File: src/rtl/tape_player_if.sv
// Loader/player/status signal bundle for the tape player. The loader side
// (master) drives timing, control and bytes; the player side (slave) returns status.
interface tape_player_if;
   logic        ce;
   logic        play;
   logic        pause;
   logic [7:0]  din;
   logic        din_valid;
   logic        din_last;
   logic        din_ready;
   logic        tapein;
   logic        busy;
   logic        underrun;
   logic [15:0] byte_cnt;

   modport master (
      output ce, play, pause, din, din_valid, din_last,
      input  din_ready, tapein, busy, underrun, byte_cnt
   );

   modport slave (
      input  ce, play, pause, din, din_valid, din_last,
      output din_ready, tapein, busy, underrun, byte_cnt
   );
endinterface

File: src/rtl/tape_player.sv
// Tape-image player: buffers loader bytes in a small FIFO and serialises them
// MSB-first as Manchester half-bit pairs onto the PPI tape-in line.
module tape_player #(
   parameter int HALF_BIT   = 250,
   parameter int FIFO_DEPTH = 4
) (
   input  logic          clk_sys,
   input  logic          reset,
   tape_player_if.slave  bus
);
   typedef enum logic [2:0] {
      S_IDLE, S_LOAD, S_HALF1, S_HALF2, S_STALL, S_DONE
   } state_t;

   localparam int             PTR_W     = $clog2(FIFO_DEPTH);
   localparam logic [PTR_W:0] DEPTH_C   = FIFO_DEPTH[PTR_W:0];
   localparam logic [9:0]     HALF_LAST = HALF_BIT[9:0] - 10'd1;

   state_t           state_q;
   logic [8:0]       mem_q [FIFO_DEPTH];
   logic [PTR_W-1:0] wr_ptr_q;
   logic [PTR_W-1:0] rd_ptr_q;
   logic [PTR_W:0]   count_q;
   logic [7:0]       shifter_q;
   logic             last_q;
   logic [2:0]       bit_idx_q;
   logic [9:0]       half_cnt_q;
   logic             tapein_q;
   logic             busy_q;
   logic             underrun_q;
   logic [15:0]      byte_cnt_q;
   logic             play_prev_q;

   logic             empty_s;
   logic             full_s;
   logic             push_s;
   logic             pop_s;
   logic             abort_s;
   logic             tick_s;
   logic             half_end_s;
   logic [8:0]       head_s;

   assign empty_s    = (count_q == '0);
   assign full_s     = (count_q == DEPTH_C);
   assign push_s     = bus.din_valid & ~full_s;
   assign pop_s      = (state_q == S_LOAD) & bus.play;
   // Flush only when play falls, so the loader can pre-fill the FIFO while stopped.
   assign abort_s    = play_prev_q & ~bus.play;
   assign tick_s     = bus.ce & ~bus.pause;
   assign half_end_s = tick_s & (half_cnt_q == HALF_LAST);
   assign head_s     = mem_q[rd_ptr_q];

   assign bus.din_ready = ~full_s;
   assign bus.tapein    = tapein_q;
   assign bus.busy      = busy_q;
   assign bus.underrun  = underrun_q;
   assign bus.byte_cnt  = byte_cnt_q;

   // Input FIFO storage, pointers and occupancy; an abort flush wins over a push.
   always_ff @(posedge clk_sys or posedge reset) begin
      if (reset) begin
         for (int i = 0; i < FIFO_DEPTH; i++) mem_q[i] <= 9'd0;
         wr_ptr_q    <= '0;
         rd_ptr_q    <= '0;
         count_q     <= '0;
         play_prev_q <= 1'b0;
      end else begin
         play_prev_q <= bus.play;
         if (abort_s) begin
            wr_ptr_q <= '0;
            rd_ptr_q <= '0;
            count_q  <= '0;
         end else begin
            if (push_s) begin
               mem_q[wr_ptr_q] <= {bus.din_last, bus.din};
               wr_ptr_q        <= wr_ptr_q + PTR_W'(1);
            end
            if (pop_s) rd_ptr_q <= rd_ptr_q + PTR_W'(1);
            case ({push_s, pop_s})
               2'b10:   count_q <= count_q + 1'b1;
               2'b01:   count_q <= count_q - 1'b1;
               default: count_q <= count_q;
            endcase
         end
      end
   end

   // Serialiser FSM with registered tapein/busy/underrun/byte_cnt.
   always_ff @(posedge clk_sys or posedge reset) begin
      if (reset) begin
         state_q    <= S_IDLE;
         shifter_q  <= 8'd0;
         last_q     <= 1'b0;
         bit_idx_q  <= 3'd0;
         half_cnt_q <= 10'd0;
         tapein_q   <= 1'b0;
         busy_q     <= 1'b0;
         underrun_q <= 1'b0;
         byte_cnt_q <= 16'd0;
      end else if (!bus.play) begin
         state_q    <= S_IDLE;
         half_cnt_q <= 10'd0;
         tapein_q   <= 1'b0;
         busy_q     <= 1'b0;
         underrun_q <= 1'b0;
      end else begin
         case (state_q)
            S_IDLE: begin
               tapein_q <= 1'b0;
               if (!empty_s) begin
                  state_q    <= S_LOAD;
                  busy_q     <= 1'b1;
                  byte_cnt_q <= 16'd0;
               end
            end
            S_LOAD: begin
               shifter_q  <= head_s[7:0];
               last_q     <= head_s[8];
               bit_idx_q  <= 3'd7;
               half_cnt_q <= 10'd0;
               byte_cnt_q <= byte_cnt_q + 16'd1;
               tapein_q   <= ~head_s[7];
               state_q    <= S_HALF1;
            end
            S_HALF1: begin
               if (half_end_s) begin
                  half_cnt_q <= 10'd0;
                  tapein_q   <= shifter_q[bit_idx_q];
                  state_q    <= S_HALF2;
               end else if (tick_s) begin
                  half_cnt_q <= half_cnt_q + 10'd1;
               end
            end
            S_HALF2: begin
               if (half_end_s) begin
                  half_cnt_q <= 10'd0;
                  if (bit_idx_q != 3'd0) begin
                     bit_idx_q <= bit_idx_q - 3'd1;
                     tapein_q  <= ~shifter_q[bit_idx_q - 3'd1];
                     state_q   <= S_HALF1;
                  end else if (last_q) begin
                     tapein_q <= 1'b0;
                     busy_q   <= 1'b0;
                     state_q  <= S_DONE;
                  end else if (!empty_s) begin
                     state_q <= S_LOAD;
                  end else begin
                     underrun_q <= 1'b1;
                     state_q    <= S_STALL;
                  end
               end else if (tick_s) begin
                  half_cnt_q <= half_cnt_q + 10'd1;
               end
            end
            S_STALL: begin
               if (!empty_s) state_q <= S_LOAD;
            end
            S_DONE: begin
               tapein_q <= 1'b0;
               busy_q   <= 1'b0;
            end
            default: begin
               state_q  <= S_IDLE;
               tapein_q <= 1'b0;
               busy_q   <= 1'b0;
            end
         endcase
      end
   end
endmodule

File: src/flat_wrapper.sv
// flat-port wrapper written by rule: the top's interface ports become plain ports
module tape_player_flat 
#(
   parameter int HALF_BIT   = 250,
   parameter int FIFO_DEPTH = 4
)
  (clk_sys, reset, bus_ce, bus_play, bus_pause, bus_din, bus_din_valid, bus_din_last, bus_din_ready, bus_tapein, bus_busy, bus_underrun, bus_byte_cnt);
  tape_player_if bus_i ();
  input  logic clk_sys;
  input  logic reset;
  input wire logic [$bits(bus_i.ce)-1:0] bus_ce;
  input wire logic [$bits(bus_i.play)-1:0] bus_play;
  input wire logic [$bits(bus_i.pause)-1:0] bus_pause;
  input wire logic [$bits(bus_i.din)-1:0] bus_din;
  input wire logic [$bits(bus_i.din_valid)-1:0] bus_din_valid;
  input wire logic [$bits(bus_i.din_last)-1:0] bus_din_last;
  output wire logic [$bits(bus_i.din_ready)-1:0] bus_din_ready;
  output wire logic [$bits(bus_i.tapein)-1:0] bus_tapein;
  output wire logic [$bits(bus_i.busy)-1:0] bus_busy;
  output wire logic [$bits(bus_i.underrun)-1:0] bus_underrun;
  output wire logic [$bits(bus_i.byte_cnt)-1:0] bus_byte_cnt;
  assign bus_i.ce = bus_ce;
  assign bus_i.play = bus_play;
  assign bus_i.pause = bus_pause;
  assign bus_i.din = bus_din;
  assign bus_i.din_valid = bus_din_valid;
  assign bus_i.din_last = bus_din_last;
  assign bus_din_ready = bus_i.din_ready;
  assign bus_tapein = bus_i.tapein;
  assign bus_busy = bus_i.busy;
  assign bus_underrun = bus_i.underrun;
  assign bus_byte_cnt = bus_i.byte_cnt;
  tape_player #(.HALF_BIT(HALF_BIT), .FIFO_DEPTH(FIFO_DEPTH)) u_core (.clk_sys(clk_sys), .reset(reset), .bus(bus_i));
endmodule
File: config.mk
export PLATFORM = sky130hd
export DESIGN_NAME = tape_player_flat
export DESIGN_NICKNAME = d
export VERILOG_FILES = /design/src/rtl/tape_player_if.sv /design/src/rtl/tape_player.sv /design/src/flat_wrapper.sv
export SDC_FILE = /design/constraint.sdc
export NUM_CORES = 1
export LEC_CHECK = 0
export BUFFER_PORTS_ARGS = -buffer_cell sky130_fd_sc_hd__buf_2
export CORE_UTILIZATION = 30
export CTS_CLUSTER_SIZE = 40
export DETAILED_ROUTE_END_ITERATION = 10
export PLACE_DENSITY = 0.49
export RECOVER_POWER = 50
export SYNTH_ARGS = -nofsm -noshare
export SYNTH_HDL_FRONTEND = slang
export SYNTH_SLANG_ARGS = --single-unit
export TNS_END_PERCENT = 10
File: constraint.sdc
create_clock -name clk_sys -period 4.3 [get_ports clk_sys]
set_input_delay 0.86 -clock clk_sys [delete_from_list [all_inputs] [get_ports clk_sys]]
set_output_delay 0.86 -clock clk_sys [all_outputs]
set_load 0.03 [all_outputs]
==> Word-level counts from Yosys, hierarchy flattened <==
Index checks and enable logic that the tools add are counted.
{ "totals": {"ff_bits": 88, "in_bits": 15, "out_inout_bits": 20, "word_cells": 142} }
{ "classes": {"addsub": 7, "magnitude_cmp": 5, "eq_ne": 29, "n_mux": 50, "bitwise": 13, "reduce_logical": 21} }
{ "op_table": {"columns": ["op", "n"], "rows": [
  ["bitwise mux 36 bit", 1],
  ["case mux 16 bit (2 select lines)", 1],
  ["2-to-1 mux 10 bit", 3],
  ["2-to-1 mux 3 bit", 10],
  ["2-to-1 mux 9 bit", 3],
  ["case mux 10 bit (2 select lines)", 1],
  ["binary-select mux 9 bit (select 2 bit)", 1],
  ["demux 9 bit (select 2 bit)", 1],
  ["2-to-1 mux 1 bit", 17],
  ["adder 16 x 1 -> 16 bit, second input constant", 1],
  ["2-to-1 mux 16 bit", 1],
  ["case mux 3 bit (5 select lines)", 1],
  ["inequality test 2 bit, second input constant", 6],
  ["inequality test 3 x 2 -> 1 bit, second input constant", 4],
  ["case mux 3 bit (2 select lines)", 2],
  ["AND reduction 4 bit", 3],
  ["adder 10 x 1 -> 10 bit, second input constant", 1],
  ["equality test 10 x 8 -> 1 bit, second input constant", 1],
  ["inequality test 2 x 1 -> 1 bit, second input constant", 5],
  ["AND reduction 5 bit", 2],
  ["equality test 3 bit, second input constant", 3],
  ["inequality test 3 bit, second input constant", 3],
  ["< comparator 3 x 4 -> 1 bit, second input constant", 2],
  ["2-to-1 mux 2 bit", 4],
  ["other kinds (24)", 48]
]} }

==> Longest topological paths before layout <==
Gate-level depths: netlist (run 1).
{ "logic_depth": {"depth_word": 8, "mapped_depth": 13, "depth_no_buf": 9} }

==> Worst setup path before layout (run 1) <==
No wires, ideal clock.
{ "synth_path": {"kind": "input -> register", "from": "input bus_play", "to": "register u_core.count_q[2]", "setup_ps": 77, "arrival_ps": 2946, "t_required_ps": 4223, "setup_slack_ps": 1277, "stages": 13, "path_buffers": 4, "cell_sequence": "buf_4 -> nand2b_4 -> or3_1 -> buf_2 -> or2_1 -> buf_6 -> clkinv_2 -> buf_4 -> ha_1 -> fa_1 -> xnor2_1 -> or3_1 -> a21oi_1"} }
{ "synth_via": {"elab_chain_cells": 4, "word_cells_on_any_way": 8, "classes_between": "2 x eq/ne; 2 x mux; 3 x bitwise; 1 x reduce/logical"} }
{ "synth_lines": {"columns": ["item", "line_no", "source"], "rows": [
  ["start: declaration", "flat_wrapper.sv:12", "input wire logic [$bits(bus_i.play)-1:0] bus_play;"],
  ["AND 1 bit *", "tape_player.sv:46", "assign pop_s = (state_q == S_LOAD) & bus.play;"],
  ["named net u_core.pop_s", "tape_player.sv:37", "logic pop_s;"],
  ["equality test 2 x 1 -> 1 bit / equality test 2 bit (equally long branches)", "tape_player.sv:79", "case ({push_s, pop_s})"],
  ["case mux 3 bit (2 select lines)", "tape_player.sv:79", null],
  ["2-to-1 mux 3 bit", "tape_player.sv:69", "if (abort_s) begin"],
  ["end signal: assignment", "tape_player.sv:80", "2'b10: count_q <= count_q + 1'b1;"],
  ["end signal: assignment", "tape_player.sv:81", "2'b01: count_q <= count_q - 1'b1;"],
  ["end signal: assignment", "tape_player.sv:82", "default: count_q <= count_q;"],
  ["end: declaration", "tape_player.sv:23", "logic [PTR_W:0] count_q;"]
]} }
The timed path passes the listed nets; every way through them passes the cells marked *.
A chain may end at the register's enable or synchronous reset.

==> Worst setup path after layout (run 1) <==
{ "layout_path": {"from": "register u_core.state_q[0]", "to": "register u_core.count_q[2]"} }
{ "layout_via": {"elab_chain_cells": 5, "word_cells_on_any_way": 7, "classes_between": "3 x eq/ne; 2 x mux; 1 x bitwise; 1 x reduce/logical"} }
{ "layout_lines": {"columns": ["item", "line_no", "source"], "rows": [
  ["start: declaration", "tape_player.sv:19", "state_t state_q;"],
  ["start signal: assignment", "tape_player.sv:91", "state_q <= S_IDLE;"],
  ["start signal: assignment", "tape_player.sv:101", "state_q <= S_IDLE;"],
  ["start signal: assignment", "tape_player.sv:111", "state_q <= S_LOAD;"],
  ["equality test 3 x 1 -> 1 bit *", "tape_player.sv:46", null],
  ["AND 1 bit *", "tape_player.sv:46", null],
  ["equality test 2 x 1 -> 1 bit / equality test 2 bit (equally long branches)", "tape_player.sv:79", null],
  ["case mux 3 bit (2 select lines)", "tape_player.sv:79", null],
  ["2-to-1 mux 3 bit", "tape_player.sv:69", null]
]} }
Every way passes the cells marked *; elsewhere a longest branch is shown, timed or not.

==> out/qor.yml, run 1 <==
dpl.hpwl_mm: 6.80
synth_edf_count: 0
fp.dieH_um: 125
hold_slack_ns: 0.501
ys_warn_count: 0
cts.sinks: 88
status: "complete, but fails checks"
synth-simple-area-share: 0.169
muxShareOfSynthArea: 0.171
wl_per_cell_um: 15.4
cts_tree: "yes"
drive_above_1_share: 0.244
async_flop_share: 1.00
power.share.clock: 0.246
fin_tns_setup_ns: 0
fin_crit_ns: 3.25
antenna_left: 0
synth_top_family_by_area: "multiplexers"
cp-end-kind: "flop"
synthAdderAreaFrac: 0.0321
post-route-drc-count: 6
period_share: 0.755
grt_pass1_vias: 3237
rsz0062_at_grt: "no"
cts_buffer_depth: 2
cts_resized: 0
insertion_delay_ns: 0.34
internal_power_w: 0.00199
cp_slowest_cell: "or3_1"
first_iter_violations: 196
clock.fmax_ghz: 0.308
netlist_area_mm2: 0.00453
crit_required_ns: 4.57
cp_max_fo: 21
ctsHoldBuffers: 0
maxCapViolCount: 2
grt_max_degree: 35
ios: 35
synth_seq_area_share: 0.487
cts_made_buffers: 9
pwr-share-seq: 0.448
cts-root-buf: "clkbuf_16"
synth_seq_cells: 88
routed_via_density: 5.09
start_kind: "flop"
comb_power_share: 0.306
grt.overflow.total: 0
crit_top_cell: "or3_1"
core_area_mm2: 0.0146
min_path_type: "flop to flop"
arrival_ns: 3.52
cts_setup_buffers: 0
slew_headroom: -0.189
power_switching_share: 0.340
setup_viol_count_final: 0
yosysUniqueCellTypes: 53
antenna_found_initial: 0
hold_violations: 0
num_antenna_cells: 0
peakVddDrop_v: 0.000274
slew_viol_final: 66
max_stage_delay_ns: 0.55
dr.pass1.iters: 7
fin_nets: 471
worstPathCellList: "nor4_1, or3_1, or2_1, clkinv_2, ha_1, fa_1, xnor2_1, or3_1, a21oi_1"
synth_nets: 441
crit_type: "flop to flop"
fin_skew_ns: 0.00620
routed_wl_mm: 9.80
via_count: 3228
start_util: 0.309
dieArea_mm2: 0.0156
power_density_mw_per_mm2: 591
violations: "design-rule violations, max-capacitance violations, max-slew violations"
power_leakage_nw: 2.21
portBuffers: 34
grt_use_total: 0.135
worstMarginPinSlew_ns: 1.78
syn_avg_cell_area_um2: 10.9
synth_top_flop_cell: "dfrtp_1"
synthXorXnorAreaFrac: 0.0155
syn_to_final_growth_pct: 12.9
grt_pass1_wl_mm: 16.5
p_switching_w: 0.00103
synth_cells: 415
die_width_um: 125
clk_pin_slew_worst_paths_ns: 0.07
gp_congestion: 0.750
synth-compound-area-share: 0.0951
rows: 44
cts_max_level: 3
## cells in the mapped netlist (2+ instances only)
| master | count | share of area |
|---|---|---|
| a21o_1 | 2 | 0.0033 |
| a21oi_1 | 11 | 0.012 |
| a31oi_1 | 5 | 0.0069 |
| and2_1 | 3 | 0.0041 |
| and3_1 | 5 | 0.0069 |
| buf_2 | 2 | 0.0022 |
| buf_4 | 3 | 0.0050 |
| buf_6 | 2 | 0.0050 |
| clkbuf_1 | 12 | 0.010 |
| dfrtp_1 | 88 | 0.49 |
| ha_1 | 10 | 0.028 |
| inv_1 | 9 | 0.0075 |
| mux2_2 | 40 | 0.10 |
| mux2i_1 | 3 | 0.0066 |
| mux4_2 | 13 | 0.065 |
| nand2_1 | 53 | 0.044 |
| nand2_2 | 5 | 0.0069 |
| nand2b_1 | 6 | 0.0083 |
| nand3_1 | 11 | 0.012 |
| nand3b_1 | 2 | 0.0033 |
| nand4_1 | 9 | 0.012 |
| nor2_1 | 25 | 0.021 |
| nor2b_1 | 9 | 0.012 |
| nor3_1 | 5 | 0.0055 |
| nor4_1 | 4 | 0.0055 |
| o21ai_0 | 26 | 0.029 |
| o21ai_1 | 8 | 0.0088 |
| o22ai_1 | 2 | 0.0028 |
| o31ai_1 | 8 | 0.013 |
| or3_1 | 5 | 0.0069 |
| xnor2_1 | 6 | 0.012 |
| xor2_1 | 2 | 0.0039 |
## worst paths after layout
kind                                                from                              end  slack (ns)  depth (start not counted)
min reg2reg                 u_core.mem_q[12]$_DFFE_PP0P_     u_core.mem_q[12]$_DFFE_PP0P_        0.50                          1
max in group asynchronous                          reset  u_core.shifter_q[2]$_DFFE_PP0P_        1.43                          3
min in group asynchronous                          reset     u_core.mem_q[29]$_DFFE_PP0P_        0.72                          2
max reg2reg                u_core.state_q[0]$_DFFE_PP0P_    u_core.count_q[2]$_DFFE_PP0P_        1.05                          9
min                         u_core.mem_q[12]$_DFFE_PP0P_     u_core.mem_q[12]$_DFFE_PP0P_        0.50                          1
max                        u_core.state_q[0]$_DFFE_PP0P_    u_core.count_q[2]$_DFFE_PP0P_        1.05                          9
## cell type report
type | instances | area, um2
multi-input combinational | 298 | 2180
sequential | 88 | 2200
clock buffer | 9 | 225
inverter | 10 | 40.0
clock inverter | 7 | 53.8
tap | 184 | 230
fill | 1486 | 9530
timing repair buffer | 38 | 180
## registers in the layout, summed over array words and instances (netlist names), 2 cells and up
| name | count |
|---|---|
| u_core.rd_ptr_q | 2 |
| u_core.wr_ptr_q | 2 |
| u_core.state_q | 3 |
| u_core.mem_q | 36 |
| u_core.count_q | 3 |
| u_core.bit_idx_q | 3 |
| u_core.bus.byte_cnt | 16 |
| u_core.shifter_q | 8 |
| u_core.half_cnt_q | 10 |
## layout by cell type (no fill, tap or decap), types with 4 or more instances in the layout
master | netlist | layout
nand2b_1 | 6 | 6
dfrtp_1 | 88 | 88
a21oi_1 | 11 | 11
clkbuf_16 | 0 | 9
nand3_1 | 11 | 11
or3_1 | 5 | 5
inv_1 | 9 | 8
o31ai_1 | 8 | 8
nand2_1 | 53 | 53
mux4_2 | 13 | 13
ha_1 | 10 | 10
nand4_1 | 9 | 9
mux2_2 | 40 | 40
buf_2 | 2 | 27
nand2_2 | 5 | 5
a31oi_1 | 5 | 5
clkbuf_1 | 12 | 10
nor2_1 | 25 | 25
nor4_1 | 4 | 4
o21ai_1 | 8 | 8
and3_1 | 5 | 5
nor2b_1 | 9 | 9
o21ai_0 | 26 | 26
nor3_1 | 5 | 5
xnor2_1 | 6 | 6
## power by group through the flow
stage | registers, W | logic, W | clock network [W]
2_1_floorplan | 0.00128 | 0.000790 | 0
3_3_place_gp | 0.00134 | 0.000920 | 0
3_5_place_dp | 0.00137 | 0.000939 | 0
4_1_cts | 0.00135 | 0.000943 | 0.000770
5_1_grt | 0.00140 | 0.00103 | 0.000808
6_report | 0.00135 | 0.000925 | 0.000744
## per-stage QoR
stage          power, W  instances   util  instance area (um2)  setup WS [ns]
2_1_floorplan   0.00207        415      -                 4530           1.16
3_3_place_gp    0.00226        618  0.332                 4860          0.882
3_5_place_dp    0.00231        618  0.332                 4860          0.840
4_1_cts         0.00306        634  0.351                 5140           1.07
5_1_grt         0.00323        634  0.349                 5110          0.763
6_report        0.00302        634  0.349                 5110           1.05
## critical path, delay by kind of cell (launching register included)
kind | cells | cell delay, ns
AND/OR/NAND/NOR | 4 | 1.39
buffers and inverters | 1 | 0.26
adder cells (fa/ha/maj) | 2 | 0.73
flip-flops | 1 | 0.49
XOR/XNOR | 1 | 0.15
AO/OA/AOI/OAI | 1 | 0.14
## per-layer routing
layer,vias to the layer above,GRT usage,routed length [um]
met5,-,0,0
met4,0,0.0588,180
met3,13,0.0284,306
met2,49,0.215,4650
met1,1611,0.177,4660
li1,1555,-,-
## logic make-up after synthesis
kind of cell    after synthesis
flops                        88
fa+ha+maj                    11
buf+inv                      29
simple gates                151
mux                          56
compound gates               72
xor+xnor                      8
Power figures use the tool's default switching activity.
==> inputs of run 2 (changes only) <==
--- a/config.mk
+++ b/config.mk
@@ -5,11 +5,12 @@
 export SDC_FILE = /design/constraint.sdc
 export NUM_CORES = 1
 export LEC_CHECK = 0
+export ABC_AREA = 1
 export BUFFER_PORTS_ARGS = -buffer_cell sky130_fd_sc_hd__buf_2
 export CORE_UTILIZATION = 30
 export CTS_CLUSTER_SIZE = 40
 export DETAILED_ROUTE_END_ITERATION = 10
-export PLACE_DENSITY = 0.49
+export PLACE_DENSITY = 0.5
 export RECOVER_POWER = 50
 export SYNTH_ARGS = -nofsm -noshare
 export SYNTH_HDL_FRONTEND = slang
==> constraint.sdc (replaced) <==
create_clock -name clk_sys -period 2.7 [get_ports clk_sys]
set_input_delay 0.54 -clock clk_sys [delete_from_list [all_inputs] [get_ports clk_sys]]
set_output_delay 0.54 -clock clk_sys [all_outputs]
set_load 0.03 [all_outputs]
==> run 2 against run 1 <==
The flow now finishes without violations. Global-route usage grew 0.86 points. Die area grew 3.6%. Via count grew 24%. Synthesized cell count grew 44%. Non-clock buffer count grew 2. Clock-buffer cell count grew 1. Critical path depth shrank 1. Synthesized area grew 3.7%. Clock power grew 87%. Worst setup slack lost 0.57 ns. Largest cell class unchanged.
==> out/qor.yml, run 2 <==
grt_pass1_wl_mm: 18.5  # +12%
dr_wl_met2_mm: 4.91  # +5.6%
synth_top_area_frac: 0.469  # -0.0173
syn_to_final_growth_pct: 14.2
postLayoutCoreUtil: 0.351  # +0.00210
portBuffers: 34  # unchanged
syn_avg_cell_area_um2: 7.85  # -28%
start_kind: "primary input"
synth_top_family_by_area: "simple AND/OR/NAND/NOR gates"
fin_crit_ns: 2.22
synth-simple-area-share: 0.283  # +0.114
cts_buffer_depth: 2  # unchanged
largest_reg_flops: 36  # unchanged
fin_skew_ns: 0.00632  # +0.000118 ns
arrival_ns: 2.44  # -1.08 ns
synth_seq_area_share: 0.469  # -0.0173
dieArea_mm2: 0.0161  # +3.6%
cp-end-kind: "flop"
fin_nets: 658  # +40%
slew_headroom: 0.219  # +0.408
cts_max_level: 3  # unchanged
peakVddDrop_v: 0.000587  # +110%
grt_use_total: 0.144  # +0.00862
dr.pass1.iters: 5  # -2
place_inst: 832  # +35%
final_common_cell: "nand2_1"
synth_nets: 624  # +41%
start_util: 0.308  # -0.00154
synthXorXnorAreaFrac: 0.00373  # -0.0117
synth-compound-area-share: 0.130  # +0.0350
hold_slack_ns: 0.419  # -0.0822 ns
post-synth-top-count-cell: "nand2_1"
cts-root-buf: "clkbuf_16"
routed_wl_mm: 10.5  # +6.9%
ios: 35  # unchanged
cts_resized: 0  # unchanged
power_density_mw_per_mm2: 983  # +66%
slew_viol_final: 0  # -100%
layout_common_cells: "nand2_1 (147), dfrtp_1 (88), o21ai_0 (74)"
antenna_left: 0  # unchanged
cts_made_buffers: 9  # unchanged
rows: 45  # +2.3%
fin_cells: 846  # +33%
total_power_w: 0.00527  # +74%
synth_top_flop_cell: "dfrtp_1"
multi_input_area_mm2: 0.00208  # -4.4%
first_iter_violations: 219  # +12%
grt_max_degree: 37  # +5.7%
wl_per_cell_um: 12.4  # -20%
cp_max_fo: 18  # -14%
core_area_mm2: 0.0153  # +4.2%
wl_met1_mm: 4.96  # +6.5%
worstMarginPinSlew_ns: 1.16  # -0.618 ns
antenna_found_initial: 0  # unchanged
fp.dieH_um: 127  # +1.8%
cts_setup_buffers: 0  # unchanged
maxCapViolCount: 0  # -2
synthAdderAreaFrac: 0.0309  # -0.00114
grt_pass1_vias: 3951  # +22%
gp_congestion: 0.804  # +7.2%
grt.overflow.total: 0  # unchanged
muxShareOfSynthArea: 0  # -0.171
crit_start: "bus_play"
via_count: 4015  # +24%
crit_required_ns: 2.92  # -1.65 ns
num_antenna_cells: 0  # unchanged
regArea_mm2: 0.00220  # unchanged
maxUsedRoutingLayer: "met4"
synth.area.top_cells: "dfrtp_1 (47%), nand2_1 (12%), o21ai_0 (7.9%)"
ctsHoldBuffers: 0  # unchanged
routed_via_density: 4.75  # -6.8%
rsz0062_at_grt: "no"
drive_above_1_share: 0.118  # -0.126
min_path_type: "primary input to asynchronous set/reset pin"
post-route-drc-count: 0  # -6
ys_warn_count: 0  # unchanged
nFillCells: 1584  # +6.6%
hold_violations: 0  # unchanged
status: "completed"
cts.sinks: 88  # unchanged
yosys.area.top_type: "dfrtp_1"
synth_edf_count: 0  # unchanged
fin_tns_setup_ns: 0  # unchanged
regMostFlops: "u_core.mem_q"
insertion_delay_ns: 0.34  # about the same
cts_tree: "yes"
async_flop_share: 1.00  # unchanged
dpl.hpwl_mm: 7.43  # +9.4%
synth_cells: 598  # +44%
die_width_um: 127  # +1.8%
clk_pin_slew_worst_paths_ns: 0.06  # about the same
dr_wl_met3_um: 475  # +55%
r2r-start: "u_core.bit_idx_q[0]$_DFFE_PP0P_"
power_leakage_nw: 2.61  # +18%
netlist_area_mm2: 0.00469  # +3.7%
period_share: 0.821
clock.fmax_ghz: 0.451
synth_seq_cells: 88  # unchanged
setup_viol_count_final: 0  # unchanged
yosysUniqueCellTypes: 33  # -38%
crit_type: "primary input to flop"
synth_commonest_cells: "nand2_1 (146), dfrtp_1 (88), o21ai_0 (74)"
run 2: changes by cell type after synthesis, sizes merged, moves of 10 or more:
cell    delta
nand3     +30
o21ai     +48
inv       +58
clkbuf    -10
nand2     +99
nor2      +44
mux2      -40
mux4      -13
run 2: worst paths after layout:
| check | end | slack, ns | depth (start not counted) |
|---|---|---|---|
| worst max register to register | u_core.bit_idx_q[0]$_DFFE_PP0P_ | 0.78 | 8 |
| worst min-delay path | u_core.wr_ptr_q[0]$_DFFE_PP0P_ | 0.42 | 2 |
| min in group clk_sys | u_core.bus.busy$_DFFE_PP0P_ | 0.48 | 2 |
| worst min register to register | u_core.bus.busy$_DFFE_PP0P_ | 0.48 | 2 |
| max in group asynchronous | u_core.bus.byte_cnt[4]$_DFFE_PP0P_ | 0.86 | 3 |
| worst max-delay path | u_core.mem_q[34]$_DFFE_PP0P_ | 0.48 | 8 |
run 2: logic make-up after synthesis:
family / after synthesis
fa+ha+maj: 11
simple gates: 298
buf+inv: 86
xor+xnor: 2
flops: 88
compound gates: 113
run 2: metal layers:
| layer | global-route usage | vias to the layer above |
|---|---|---|
| met1 | 0.177 | 1892 |
| met2 | 0.245 | 90 |
| met3 | 0.0348 | 10 |
| met5 | 0 | - |
| met4 | 0.0511 | 0 |
| li1 | - | 2023 |
run 2: cell type report:
cell class              count  area share
clock buffers              10      0.0427
clock inverters             4      0.0177
inverters                  69      0.0486
multi-input cells         424       0.389
flip-flops and latches     88       0.411
well taps                 211      0.0493
repair buffers             40      0.0418
run 2: critical path, stage by stage:
cell      delay, ns
clkbuf_1       0.39
inv_2          0.10
nand2_1        0.19
inv_1          0.10
nor2_1         0.60
nand2_4        0.29
nand2_1        0.13
o21ai_0        0.09
run 2: power by group:
part           internal (W)  leakage (nW)  switching (W)
registers           0.00174          1.14       0.000325
clock network      0.000892         0.158       0.000497
logic              0.000631          1.31        0.00118
total               0.00327          2.61        0.00200
run 2: metrics by stage:
| stage | worst slack (ns) | area, um2 |
|---|---|---|
| after floorplan | 0.936 | 4700 |
| after global placement | 0.827 | 5070 |
| after detailed placement | 0.774 | 5070 |
| after CTS | 0.767 | 5400 |
| after global routing | 0.268 | 5360 |
| final | 0.483 | 5360 |
==> inputs of run 3 (changes only) <==
==> constraint.sdc (replaced) <==
create_clock -name clk_sys -period 2 [get_ports clk_sys]
set_input_delay 0.4 -clock clk_sys [delete_from_list [all_inputs] [get_ports clk_sys]]
set_output_delay 0.4 -clock clk_sys [all_outputs]
set_load 0.03 [all_outputs]
==> run 3 against run 2 <==
Clock power increased by 25%. Sequential share of layout area shrank 0.12 points. Largest power group unchanged. Largest cell class unchanged. Die area unchanged. Final area grew 0.30%. Via count fell by 0.45%. Register-to-register slack got worse by 0.60 ns. Clock skew increased by 0.00078 ns. First-iteration DRC count up 19%. Worst setup slack worse by 0.31 ns. Wire length rose by 2.0%.
==> out/qor.yml, run 3 (synthesis gave the netlist of run 2 again) <==
grt_use_met2: 0.232  # -0.0129
via_count: 3997  # -0.45%
ios: 35  # unchanged
pre_cts_ws_ns: 0.185  # -0.589 ns
antenna_left: 0  # unchanged
cts_setup_buffers: 0  # unchanged
final_common_cell: "nand2_1"
grt_pass1_vias: 3852  # -2.5%
fin_tns_setup_ns: 0  # unchanged
hold_violations: 0  # unchanged
num_antenna_cells: 0  # unchanged
crit_type: "flop to flop"
fin_crit_ns: 1.82
cp.buffers_inverters: 0  # -3
met1_usage: 0.187  # +0.0107
arrival_ns: 2.07  # -0.37 ns
largest_reg_flops: 36  # unchanged
fin_nets: 663  # +0.76%
grt_util_met3: 0.0398  # +0.00503
grt_use_total: 0.146  # +0.00203
layout_common_cells: "nand2_1 (147), dfrtp_1 (88), o21ai_0 (74)"
clock.fmax_ghz: 0.548
cp_slowest_cell: "fa_1"
first_iter_violations: 261  # +19%
ctsHoldBuffers: 0  # unchanged
dr.pass1.iters: 5  # unchanged
period_share: 0.912
die_width_um: 127  # unchanged
min_path_cells: 3
power_density_mw_per_mm2: 1320  # +34%
cts_resized: 0  # unchanged
syn_to_final_growth_pct: 14.5
rows: 45  # unchanged
slew_viol_final: 0  # unchanged
start_util: 0.308  # unchanged
grt_pass1_wl_mm: 18.6  # +0.37%
drive_above_1_share: 0.120  # +0.00183
path_depth: 7  # -1
maxCapViolCount: 0  # unchanged
insertion_delay_ns: 0.35  # about the same
fp.dieH_um: 127  # unchanged
grt.overflow.total: 0  # unchanged
cts_max_level: 3  # unchanged
cts-root-buf: "clkbuf_16"
portBuffers: 34  # unchanged
cp_max_fo: 4  # -14
crit_required_ns: 2.24  # -0.68 ns
critPathTopFamily: "adder cells"
power_leakage_nw: 2.59  # -0.77%
setup_ws_ns: 0.175  # -0.308 ns
post-route-drc-count: 0  # unchanged
rsz0062_at_grt: "no"
routed_via_density: 4.69  # -1.3%
worstMarginPinSlew_ns: 1.20  # +0.0390 ns
gp_congestion: 0.879  # +9.3%
crit_top_cell: "nand2_1"
cts_tree: "yes"
peakVddDrop_v: 0.000737  # +26%
start_kind: "flop"
min_path_type: "primary input to flop"
cts_made_buffers: 9  # unchanged
slew_headroom: 0.197  # -0.0218
dpl.hpwl_mm: 7.47  # +0.48%
fin_skew_ns: 0.00710  # +0.000779 ns
dieArea_mm2: 0.0161  # unchanged
nFillCells: 1621  # +2.3%
cts.sinks: 88  # unchanged
grt_max_degree: 89  # +140%
core_area_mm2: 0.0153  # unchanged
setup_viol_count_final: 0  # unchanged
clk_pin_slew_worst_paths_ns: 0.06  # about the same
regMostFlops: "u_core.mem_q"
cts_buffer_depth: 2  # unchanged
wl_per_cell_um: 12.5  # +1.2%
max_stage_delay_ns: 0.44  # -0.16 ns
cp-end-kind: "flop"
status: "completed"
grt.busiest_layer: "met2"
antenna_found_initial: 0  # unchanged
routed_wl_mm: 10.7  # +2.0%
worstPathCellList: "nor2_2, nand2_2, nand2_1, ha_1, fa_1, nand2_1, nand2_1"
total_power_w: 0.00708  # +34%
reg2reg_depth: 7  # -1
[run 3: cell types whose count changed in the layout (fill, tap and decap cells not counted), moves of 2 or more]
cell,delta
buf_2,-7
buf_4,+5
bufinv_16,-2
clkbuf_1,+7
clkinvlp_4,+3
[run 3: path summary, 6_finish.rpt]
kind	start	end	slack, ns
setup reg to reg	u_core.count_q[0]$_DFFE_PP0P_	u_core.count_q[1]$_DFFE_PP0P_	0.18
max in group asynchronous	reset	u_core.mem_q[34]$_DFFE_PP0P_	0.77
setup / recovery	u_core.count_q[0]$_DFFE_PP0P_	u_core.count_q[1]$_DFFE_PP0P_	0.18
hold / removal	bus_play	u_core.bus.underrun$_DFFE_PP0P_	0.33
min in group asynchronous	reset	u_core.count_q[0]$_DFFE_PP0P_	0.49
hold reg to reg	u_core.mem_q[12]$_DFFE_PP0P_	u_core.mem_q[12]$_DFFE_PP0P_	0.49
[run 3: power breakdown]
group | total (W) | internal [W] | switching [W]
combinational | 0.00256 | 0.000907 | 0.00165
sequential | 0.00277 | 0.00235 | 0.000421
clock | 0.00174 | 0.00101 | 0.000736
total | 0.00708 | 0.00427 | 0.00281
[run 3: tightest hold or removal path, delay by kind of cell]
kind | cells | cell delay [ns]
AND/OR/NAND/NOR | 1 | 0.05
buffers and inverters | 2 | 0.20
[run 3: area by class of cell]
cell class,instances,area [um2],area share
inverters,69,263,0.0489
well taps,211,264,0.0491
clock buffers,10,239,0.0445
multi-input cells,424,2100,0.391
clock inverters,6,67.6,0.0126
repair buffers,45,239,0.0445
flip-flops and latches,88,2200,0.410
[run 3: layer usage]
metal,wire [um],up-vias,part of all wire
met5,0,-,0
met4,240,0,0.022
met3,429,16,0.040
met2,4820,85,0.45
met1,5190,1863,0.49
li1,-,2033,-
[run 3: per-stage QoR]
stage	cells	hold slack [ns]	instance area (um2)	utilization
6_report	853	0.332	5370	0.352
5_1_grt	853	0.349	5370	0.352
4_1_cts	853	0.202	5400	0.354
3_5_place_dp	837	0.473	5100	0.334
3_3_place_gp	837	0.462	5100	0.334
2_1_floorplan	598	0.431	4700	-
